$ cat src/rtl/mem_arbiter_pkg.sv
// Shared definitions for the unified-memory arbiter.
// State encodings, grant identifiers, the watchdog fill word and a
// counter-width helper used by the top and the watchdog.
package mem_arbiter_pkg;

   typedef enum logic [1:0] {
      ST_IDLE  = 2'd0,
      ST_GNT_I = 2'd1,
      ST_GNT_D = 2'd2
   } state_e;

   typedef enum logic {
      GRANT_IF = 1'b0,
      GRANT_DM = 1'b1
   } grant_e;

   // Read data returned to a requester whose transaction was aborted
   localparam logic [31:0] TIMEOUT_FILL = 32'hDEAD_BEEF;

   // Counter width able to hold 0..limit
   function automatic int unsigned cnt_width(input int unsigned limit);
      return (limit < 2) ? 1 : $clog2(limit + 1);
   endfunction

endpackage

$ cat src/rtl/mem_arbiter_wdog.sv
// mem_arb_wdog: grant watchdog, built only when MEM_ARB_TIMEOUT_EN is defined.
// Ports:
//   clk_in   - system clock, rising edge
//   reset    - asynchronous active-low reset
//   clr      - clears the count (asserted on a new grant)
//   en       - counts one per cycle while a grant is outstanding
//   expire_c - high in the cycle whose edge brings the count to TIMEOUT
module mem_arb_wdog
   import mem_arbiter_pkg::*;
#(
   parameter int unsigned TIMEOUT = 15
) (
   input  logic clk_in,
   input  logic reset,
   input  logic clr,
   input  logic en,
   output logic expire_c
);

   localparam int unsigned CNT_W = cnt_width(TIMEOUT);

   logic [CNT_W-1:0] cnt_q;
   logic [CNT_W-1:0] cnt_d;

   // Saturating up-counter with priority clear
   always_comb begin
      cnt_d = cnt_q;
      if (clr) begin
         cnt_d = '0;
      end else if (en && (cnt_q != CNT_W'(TIMEOUT))) begin
         cnt_d = cnt_q + CNT_W'(1);
      end
   end

   always_ff @(posedge clk_in or negedge reset) begin
      if (!reset) begin
         cnt_q <= '0;
      end else begin
         cnt_q <= cnt_d;
      end
   end

   assign expire_c = en && (cnt_q == CNT_W'(TIMEOUT - 1));

endmodule

$ cat src/rtl/mem_arbiter.sv
// mem_arbiter: shares one single-port memory between the instruction-fetch
// port and the data port of a CPU core, round robin on simultaneous requests.
// Ports:
//   clk_in, reset                     - clock (rising edge), async active-low reset
//   if_req/if_addr -> if_rdata/if_ack - fetch request, data and completion pulse
//   dm_req/dm_we/dm_addr/dm_wdata     - data request (read or write)
//   dm_rdata/dm_ack                   - load data and completion pulse
//   mem_cs/mem_we/mem_addr/mem_wdata  - memory command, stable while granted
//   mem_rdata/mem_ready               - memory response
//   busy                              - high whenever a grant is outstanding
//   timeout_err                       - one-cycle pulse on watchdog abort
// Optional feature: define MEM_ARB_TIMEOUT_EN to abort a grant after TIMEOUT
// cycles without mem_ready; otherwise a grant waits indefinitely.
module mem_arbiter
   import mem_arbiter_pkg::*;
#(
   parameter int unsigned ADDR_W  = 32,
   parameter int unsigned DATA_W  = 32,
   parameter int unsigned TIMEOUT = 15
) (
   input  logic              clk_in,
   input  logic              reset,
   input  logic              if_req,
   input  logic [ADDR_W-1:0] if_addr,
   output logic [DATA_W-1:0] if_rdata,
   output logic              if_ack,
   input  logic              dm_req,
   input  logic              dm_we,
   input  logic [ADDR_W-1:0] dm_addr,
   input  logic [DATA_W-1:0] dm_wdata,
   output logic [DATA_W-1:0] dm_rdata,
   output logic              dm_ack,
   output logic              mem_cs,
   output logic              mem_we,
   output logic [ADDR_W-1:0] mem_addr,
   output logic [DATA_W-1:0] mem_wdata,
   input  logic [DATA_W-1:0] mem_rdata,
   input  logic              mem_ready,
   output logic              busy,
   output logic              timeout_err
);

   localparam logic [DATA_W-1:0] FILL_DATA = DATA_W'(TIMEOUT_FILL);

   if (TIMEOUT < 1) begin : g_bad_timeout
      $error("mem_arbiter: TIMEOUT must be at least 1");
   end

   state_e            state_q,       state_d;
   grant_e            last_grant_q,  last_grant_d;
   logic              mem_cs_q,      mem_cs_d;
   logic              mem_we_q,      mem_we_d;
   logic [ADDR_W-1:0] mem_addr_q,    mem_addr_d;
   logic [DATA_W-1:0] mem_wdata_q,   mem_wdata_d;
   logic [DATA_W-1:0] if_rdata_q,    if_rdata_d;
   logic [DATA_W-1:0] dm_rdata_q,    dm_rdata_d;
   logic              if_ack_q,      if_ack_d;
   logic              dm_ack_q,      dm_ack_d;
   logic              busy_q,        busy_d;
   logic              timeout_err_q, timeout_err_d;

   logic if_vld;
   logic dm_vld;
   logic grant;
   logic abort;

   // A request is invisible in its own ack cycle so a held request is not re-granted
   assign if_vld = if_req && !if_ack_q;
   assign dm_vld = dm_req && !dm_ack_q;
   assign grant  = (state_q == ST_IDLE) && (if_vld || dm_vld);

`ifdef MEM_ARB_TIMEOUT_EN
   mem_arb_wdog #(
      .TIMEOUT (TIMEOUT)
   ) u_wdog (
      .clk_in   (clk_in),
      .reset    (reset),
      .clr      (grant),
      .en       (state_q != ST_IDLE),
      .expire_c (abort)
   );
`else
   assign abort = 1'b0;
`endif

   // Next-state and registered-output logic
   always_comb begin
      state_d       = state_q;
      last_grant_d  = last_grant_q;
      mem_cs_d      = mem_cs_q;
      mem_we_d      = mem_we_q;
      mem_addr_d    = mem_addr_q;
      mem_wdata_d   = mem_wdata_q;
      if_rdata_d    = if_rdata_q;
      dm_rdata_d    = dm_rdata_q;
      if_ack_d      = 1'b0;
      dm_ack_d      = 1'b0;
      timeout_err_d = 1'b0;

      case (state_q)
         ST_IDLE: begin
            // Data wins when alone or when fetch had the last grant
            if (dm_vld && (!if_vld || (last_grant_q == GRANT_IF))) begin
               state_d      = ST_GNT_D;
               last_grant_d = GRANT_DM;
               mem_cs_d     = 1'b1;
               mem_we_d     = dm_we;
               mem_addr_d   = dm_addr;
               mem_wdata_d  = dm_wdata;
            end else if (if_vld) begin
               state_d      = ST_GNT_I;
               last_grant_d = GRANT_IF;
               mem_cs_d     = 1'b1;
               mem_we_d     = 1'b0;
               mem_addr_d   = if_addr;
               mem_wdata_d  = '0;
            end
         end
         ST_GNT_I, ST_GNT_D: begin
            // mem_ready beats a watchdog expiry in the same cycle
            if (mem_ready || abort) begin
               state_d       = ST_IDLE;
               mem_cs_d      = 1'b0;
               mem_we_d      = 1'b0;
               timeout_err_d = !mem_ready;
               if (state_q == ST_GNT_I) begin
                  if_ack_d   = 1'b1;
                  if_rdata_d = mem_ready ? mem_rdata : FILL_DATA;
               end else begin
                  dm_ack_d = 1'b1;
                  if (!mem_ready) begin
                     dm_rdata_d = FILL_DATA;
                  end else if (!mem_we_q) begin
                     dm_rdata_d = mem_rdata;
                  end
               end
            end
         end
         default: begin
            state_d  = ST_IDLE;
            mem_cs_d = 1'b0;
            mem_we_d = 1'b0;
         end
      endcase

      busy_d = (state_d != ST_IDLE);
   end

   always_ff @(posedge clk_in or negedge reset) begin
      if (!reset) begin
         state_q       <= ST_IDLE;
         last_grant_q  <= GRANT_IF;
         mem_cs_q      <= 1'b0;
         mem_we_q      <= 1'b0;
         mem_addr_q    <= '0;
         mem_wdata_q   <= '0;
         if_rdata_q    <= '0;
         dm_rdata_q    <= '0;
         if_ack_q      <= 1'b0;
         dm_ack_q      <= 1'b0;
         busy_q        <= 1'b0;
         timeout_err_q <= 1'b0;
      end else begin
         state_q       <= state_d;
         last_grant_q  <= last_grant_d;
         mem_cs_q      <= mem_cs_d;
         mem_we_q      <= mem_we_d;
         mem_addr_q    <= mem_addr_d;
         mem_wdata_q   <= mem_wdata_d;
         if_rdata_q    <= if_rdata_d;
         dm_rdata_q    <= dm_rdata_d;
         if_ack_q      <= if_ack_d;
         dm_ack_q      <= dm_ack_d;
         busy_q        <= busy_d;
         timeout_err_q <= timeout_err_d;
      end
   end

   assign mem_cs      = mem_cs_q;
   assign mem_we      = mem_we_q;
   assign mem_addr    = mem_addr_q;
   assign mem_wdata   = mem_wdata_q;
   assign if_rdata    = if_rdata_q;
   assign dm_rdata    = dm_rdata_q;
   assign if_ack      = if_ack_q;
   assign dm_ack      = dm_ack_q;
   assign busy        = busy_q;
   assign timeout_err = timeout_err_q;

endmodule
$ cat config.mk
export PLATFORM = sky130hd
export DESIGN_NAME = mem_arbiter
export DESIGN_NICKNAME = d
export VERILOG_FILES = /design/src/rtl/mem_arbiter_pkg.sv /design/src/rtl/mem_arbiter_wdog.sv /design/src/rtl/mem_arbiter.sv
export SDC_FILE = /design/constraint.sdc
export NUM_CORES = 1
export LEC_CHECK = 0
export CORE_MARGIN = 2
export CORE_UTILIZATION = 36
export DETAILED_ROUTE_END_ITERATION = 6
export GPL_ROUTABILITY_DRIVEN = 0
export GPL_TIMING_DRIVEN = 0
export PLACE_DENSITY = 0.86
export SKIP_LAST_GASP = 1
export SYNTH_ARGS = -nofsm -noshare
export SYNTH_HDL_FRONTEND = slang
export SYNTH_SLANG_ARGS = --single-unit
$ cat constraint.sdc
create_clock -name clk_in -period 1.6 [get_ports clk_in]
set_input_delay 0.24 -clock clk_in [delete_from_list [all_inputs] [get_ports clk_in]]
set_output_delay 0.24 -clock clk_in [all_outputs]
set_load 0.01 [all_outputs]
==> reports/qor.log <==
qor: sta.max_slew.worst_pin.slew 0.618 ns
qor: clock_network.clock_sink_count 136
qor: placed_design.port_buffers 266
qor: synth.post_synth.cell_area_avg 12.7 µm²
qor: power_and_ir_drop.cellPowerDensity 2070 nW/µm²
qor: sta.setup_violations 31
qor: synth.synthesis.nets 561
qor: clock_network.cts-buffers-inserted 17
qor: routing.antenna_left 0
qor: finish.layout_cell_area_excl_fill 9390 µm²
qor: power_and_ir_drop.pwr-share-comb 46.6%
qor: clock_network.clk_pin_slew 0.06 ns
qor: power_and_ir_drop.internal_power 13.3 mW
qor: synth.mappedNetlistArea 5380 µm²
qor: synth.post_synth_cell_types 31
qor: routing.detailed_route_wire_length_per_cell 17.7 µm
qor: global_route.overflow_after_grt 0
qor: synth.synth_seq_cells 136
qor: sta.min_period_over_period 107%
qor: die.coreArea 14600 µm²
qor: sta.slew_headroom 58.8%
qor: job.maxCapViolations 0
qor: global_route.grt_pass1_wl 24800 µm
qor: setup_path.cp_top_delay_family flip-flops
qor: setup_path.timing.setup.critical_path_class reg2reg
qor: outcome.failing_checks negative setup slack
qor: power_and_ir_drop.clk_network_pwr_share 22.8%
qor: global_route.number_of_global_route_vias_before_repair 4681
qor: sta.whs 0.377 ns
qor: sta.timing.clock.skew 0.00733 ns
qor: routing.dr_total_vias 4464
qor: setup_path.crit_path_cell_trace inv_2, ha_4, nand2_4, nor3_4, buf_12, clkbuf_16, mux2_4
qor: clock_network.clkLatencyLatePin 0.41 ns
qor: finish.syn2layout_area_growth 74.6%
qor: clock_network.clock_tree_from_tritoncts yes
qor: power_and_ir_drop.pwr-share-seq 30.6%
qor: setup_path.slowest_stage sky130_fd_sc_hd__dfrtp_1
qor: finish.finish.net_count 855
qor: finish.insertedDiodeCount 0
qor: finish.final_util 64.4%
qor: clock_network.cts_max_level 4
qor: sta.grt_setup_unrepaired yes
qor: sta.final_max_slew_viol_count 0
qor: setup_path.critical_path_buf_inv_count 3
qor: sta.postLayoutSetupSlackWorst -0.107 ns
qor: die.core.rowCount 44
qor: power_and_ir_drop.power.switching_fraction 31.6%
qor: clock_network.clock_tree.buffer_depth 2
qor: sta.fmax 586 MHz
qor: sta.final-hold-violation-count 0
qor: setup_path.worst_ep_required_time 1.89 ns
qor: synth.post_synth_inst_count 424
qor: sta.setup-tns-final -2.75 ns
qor: power_and_ir_drop.power.total 19.5 mW
qor: finish.nFillCells 1085
qor: power_and_ir_drop.worst_ir_drop_vdd 1.11 mV
qor: global_route.antenna_violations_before_repair 0
qor: setup_path.worstSetupEndpointType register
qor: setup_path.biggest_cell_delay_along_the_critical_path 0.40 ns
qor: setup_path.critPathLaunchType register
qor: placed_design.detailedPlacementHpwl 11400 µm
qor: sta.finalCriticalPeriod 1.71 ns
qor: worst_hold_path.hold_path.class in2reg
qor: synth.sequential_to_total_area_share_from_yosys_stat 63.3%
qor: placed_design.dpl_cell_area 8310 µm²
qor: routing.postRouteWirelength 16200 µm
qor: outcome.outcome complete, but fails checks
qor: setup_path.critical_path_arrival 2.00 ns
qor: power_and_ir_drop.static-leakage-power 4.57 nW
qor: finish.mostFrequentLayoutCell sky130_fd_sc_hd__clkdlybuf4s50_1
qor: setup_path.worstPathMaxFanout 8
qor: die.start_util 36.9%
qor: die.total_i_o_pin_count 268
qor: die.die_w 126 µm
qor: finish.final_cell_mix 215 x sky130_fd_sc_hd__clkdlybuf4s50_1, 136 x sky130_fd_sc_hd__dfrtp_1, 66 x sky130_fd_sc_hd__a21oi_1, 43 x sky130_fd_sc_hd__dlymetal6s2s_1, 39 x sky130_fd_sc_hd__mux2_2
qor: clock_network.clock-root-buffer sky130_fd_sc_hd__clkbuf_16
qor: die.floorplan.die.height 126 µm
qor: placed_design.dp.cells 875
qor: global_route.grt_start_max_net_pins 73
qor: routing.detail_route.vias_per_cell 4.88
qor: routing.detailedRoute.firstIterationViolations 115
qor: finish.layoutNonFillerInstCount 915
qor: placed_design.pre_cts_slack -0.340 ns
qor: global_route.grt_usage 19.9%
qor: power_and_ir_drop.power.switching 6.15 mW
qor: routing.drt_pre_antenna_iters 4
qor: die.design.die.area 15900 µm²
qor: finish.drive_above_1_share 19.3%
qor: routing.drt_drc_violations_left 0
qor: synth.synth.yosys.warnings 0
worst min-delay path: stages:
cell and delay [ns]:
sky130_fd_sc_hd__clkdlybuf4s50_1 0.40, sky130_fd_sc_hd__nand2_1 0.05, sky130_fd_sc_hd__a21oi_1 0.05
final timing paths:
check / slack, ns / endpoint / from / cells past startpoint
min reg2reg: 0.50 / mem_wdata[16] / mem_wdata[16] / 1
max reg2reg: -0.11 / dm_rdata[29] / state_q[0] / 7
max: -0.11 / dm_rdata[29] / state_q[0] / 7
max in group asynchronous: 0.44 / mem_wdata[16] / reset / 3
min: 0.38 / mem_addr[26] / if_addr[26] / 3
min in group asynchronous: 0.39 / dm_rdata[24] / reset / 2
sequential cells by signal, summed over array words and instances, names as in the netlist:
name and cells:
mem_we 1, dm_ack 1, state_q 2, if_rdata 32, mem_addr 32, last_grant_q 1
busy 1, dm_rdata 32, mem_wdata 32, if_ack 1, mem_cs 1
cell families (layout without fill, tap and decap cells):
kind of cell | count (synthesis) | after routing | share of synthesized area, %
buf+inv | 32 | 339 | 3.47
mux | 64 | 64 | 13.4
simple gates | 81 | 81 | 6.42
fa+ha+maj | 3 | 3 | 0.698
compound gates | 107 | 107 | 12.7
flops | 136 | 136 | 63.3
other cells | 1 | 1 | 0.0697
cells in the mapped netlist (all sizes together):
cell type	n	share of area (%)
o211a	1	0.19
a22o	32	5.2
ha	3	0.70
nand2	35	2.4
and3b	1	0.16
buf	27	3.1
a31oi	1	0.12
inv	5	0.35
a221oi	1	0.16
and3	1	0.12
conb	1	0.070
nand2b	2	0.23
nor2b	3	0.40
mux2	64	13
a21oi	66	6.1
nor3	1	0.19
nand3b	1	0.14
o21ai	2	0.26
o22ai	1	0.12
a21o	2	0.28
a21boi	1	0.21
nor2	36	2.7
dfrtp	136	63
nand3	1	0.093
power groups by stage:
stage | clock (mW) | sequential [mW] | combinational [mW]
floorplan | 0 | 6.69 | 3.18
global placement | 0 | 5.90 | 8.33
detailed placement | 0 | 6.00 | 8.46
CTS | 4.53 | 5.95 | 8.94
global route | 4.70 | 6.15 | 9.74
finish | 4.43 | 5.95 | 9.07
layer usage:
layer | routed length (µm) | up-vias | global-route usage, %
met5 | 0 | - | 0
met3 | 1360 | 20 | 7.99
met1 | 6320 | 2184 | 22.8
met4 | 278 | 0 | 6.66
met2 | 8220 | 186 | 34.1
li1 | - | 2074 | -
what timing repair did:
item	in CTS	in global routing
setup endpoints to repair	129	134
hold endpoints to repair	64	0
buffers inserted	4	0
hold buffers	1	0
gates cloned	1	2
gates resized for setup	35	66
pin swaps	2	2
final cells by class:
cell class | instances | area (µm²) | share of cell area (%)
sequential | 136 | 3400 | 36.2
timing repair buffer | 275 | 2920 | 31.1
multi-input combinational | 256 | 1920 | 20.4
clock buffer | 17 | 425 | 4.53
clock inverter | 15 | 246 | 2.62
tap | 184 | 230 | 2.45
buffer | 27 | 228 | 2.42
inverter | 5 | 18.8 | 0.200
(Power assumes the default switching activity.)
==> RTL edit (same settings) <==
The output `timeout_err` loses its register stage (`timeout_err_q` becomes a continuous assignment).
--- a/src/rtl/mem_arbiter.sv
+++ b/src/rtl/mem_arbiter.sv
@@ -159,7 +159,6 @@
          if_ack_q      <= 1'b0;
          dm_ack_q      <= 1'b0;
          busy_q        <= 1'b0;
-         timeout_err_q <= 1'b0;
       end else begin
          state_q       <= state_d;
          last_grant_q  <= last_grant_d;
@@ -172,9 +171,10 @@
          if_ack_q      <= if_ack_d;
          dm_ack_q      <= dm_ack_d;
          busy_q        <= busy_d;
-         timeout_err_q <= timeout_err_d;
       end
    end
+
+   assign timeout_err_q = timeout_err_d;
 
    assign mem_cs      = mem_cs_q;
    assign mem_we      = mem_we_q;
Function: no difference found for any inputs over 4 cycles, from zero or initial values and one cycle with reset low; that may be too few to reach the edited logic, so the function may still have changed.
==> RTL edit against the unedited design <==
The flow still finishes with violations (setup timing); count of clock-buffer cells in the layout increased by 5; final area down 0.17%; total power decreased by 1.8%; clock power shrank 9.7%; sequential cell count unchanged; first-iteration DRC count rose by 12%; area after synthesis is 0.28% higher; non-clock buffer count increased by 1; critical path depth did not move; worst setup slack worse by 0.00077 ns; cell count increased by 0.11%; highest routed layer unchanged; sequential power is 0.7% higher; wire length up 3.7%.
==> RTL edit: results (changes against the unedited design) <==
Status
  – Status: complete, but fails checks (unchanged)
  – Failing checks: setup timing (unchanged)

Pwr
  – LEAKAGE: 4.68 nW (was 4.57 nW)
  – Tot Pwr: 0.0191 W (was 0.0195 W)
  – Comb pwr share: 0.477 (was 0.466)
  – Part of the power in registers: 0.313 (was 0.306)
  – Worst-case vdd ir drop: 1.29 mV (was 1.11 mV)
  – Pint: 0.0129 W (was 0.0133 W)

Layout
  – Fillcell total: 1069 (was 1085)
  – Fraction of area in registers: 0.363 (was 0.362)
  – CLK BUF: 22 (was 17)
  – Share of cells above drive strength 1: 0.194 (was 0.193)
  – Buffering overhead: 0.337 (was 0.335)
  – Clock buf/inv share: 0.0650 (was 0.0715)
  – Nets: 856 (was 855)
  – Buffers excl. clock: 303 (was 302)
  – #MultiIn Comb: 256 (unchanged)
  – Fraction of area in multi-input gates: 0.208 (was 0.204)

Drt
  – Total number of vias: 4509 (was 4464)
  – DR vias/cell: 4.92 (was 4.88)
  – Pre-Repair DR Iteration Count: 4 (unchanged)
  – Met2 wire length: 8550 microns (was 8220 microns)
  – DR WL/cell: 18.3 microns (was 17.7 microns)
  – Iter 0 DRT Violations: 129 (was 115)
  – Met1 Wirelength: 6480 microns (was 6320 microns)
  – Metal3 WL: 1600 microns (was 1360 microns)

Global route
  – Largest net degree at the start of global routing: 77 (was 73)
  – Global routing usage on met2: 0.350 (was 0.341)
  – First-pass GRT wire length: 25600 microns (was 24800 microns)
  – GR met3 Demand/Resource: 0.0839 (was 0.0799)
  – GR Util met1: 0.237 (was 0.228)
  – GRT Overall Usage: 0.204 (was 0.199)
  – Number of global-route vias before repair: 4732 (was 4681)

Place
  – Dpl cells: 875 (unchanged)
  – Place WS: -0.339 ns (was -0.340 ns)
  – Area post-placement: 8320 sq um (was 8310 sq um)
  – DP HPWL: 11600 microns (was 11400 microns)

Synthesis
  – Seq/Total Area, Yosys: 0.631 (was 0.633)
  – Mux cell area share after synthesis: 0.134 (about the same)
  – Post-Syn Nets: 561 (unchanged)
  – Ranking of synthesized cells by area: dfrtp_1 (63%), mux2_2 (13%), a21oi_1 (6.1%) (unchanged)
  – XOR/XNOR Fraction of Synth Area: 0 (unchanged)
  – Post-Syn Area per Cell: 12.7 sq um (about the same)
  – Syn. warnings: 0 (unchanged)
  – Top FF cell, synth: dfrtp_1 (unchanged)
  – Post-synthesis adder-cell area fraction: 0.00696 (was 0.00698)
  – Synth Area in Compound Gates: 0.126 (was 0.127)
  – Synth cell types: 33 (was 31)

STA
  – Setup TNS: -2.96 ns (was -2.75 ns)
  – Post-route setup slack: -0.107 ns (about the same)
  – Setup violations, final: 61 (was 31)
  – Rel. slew slack: 0.609 (was 0.588)
  – Worst clock skew: 0.0128 ns (was 0.00733 ns)

Clock tree
  – Post-cts sizing count: 37 (was 35)

Setup path
  – Worst Path Arrival: 2.00 ns (about the same)
## RTL edit: cell types whose count changed after synthesis
cell,delta
buf_1,-1
buf_2,-1
buf_4,+1
clkbuf_1,+1
nand2b_1,-1
nand2b_4,+1
nor2b_2,-1
nor2b_4,+1
## RTL edit: path summary, 6_finish.rpt
| check | from | end | slack [ns] |
|---|---|---|---|
| max | state_q[0]$_DFF_PN0_ | dm_rdata[7]$_DFFE_PN0P_ | -0.11 |
| min | if_addr[16] | mem_addr[16]$_DFFE_PN0P_ | 0.37 |
| max reg2reg | state_q[0]$_DFF_PN0_ | dm_rdata[7]$_DFFE_PN0P_ | -0.11 |
| min reg2reg | mem_wdata[12]$_DFFE_PN0P_ | mem_wdata[12]$_DFFE_PN0P_ | 0.50 |
| max in group asynchronous | reset | state_q[0]$_DFF_PN0_ | 0.43 |
| min in group asynchronous | reset | if_rdata[28]$_DFFE_PN0P_ | 0.38 |
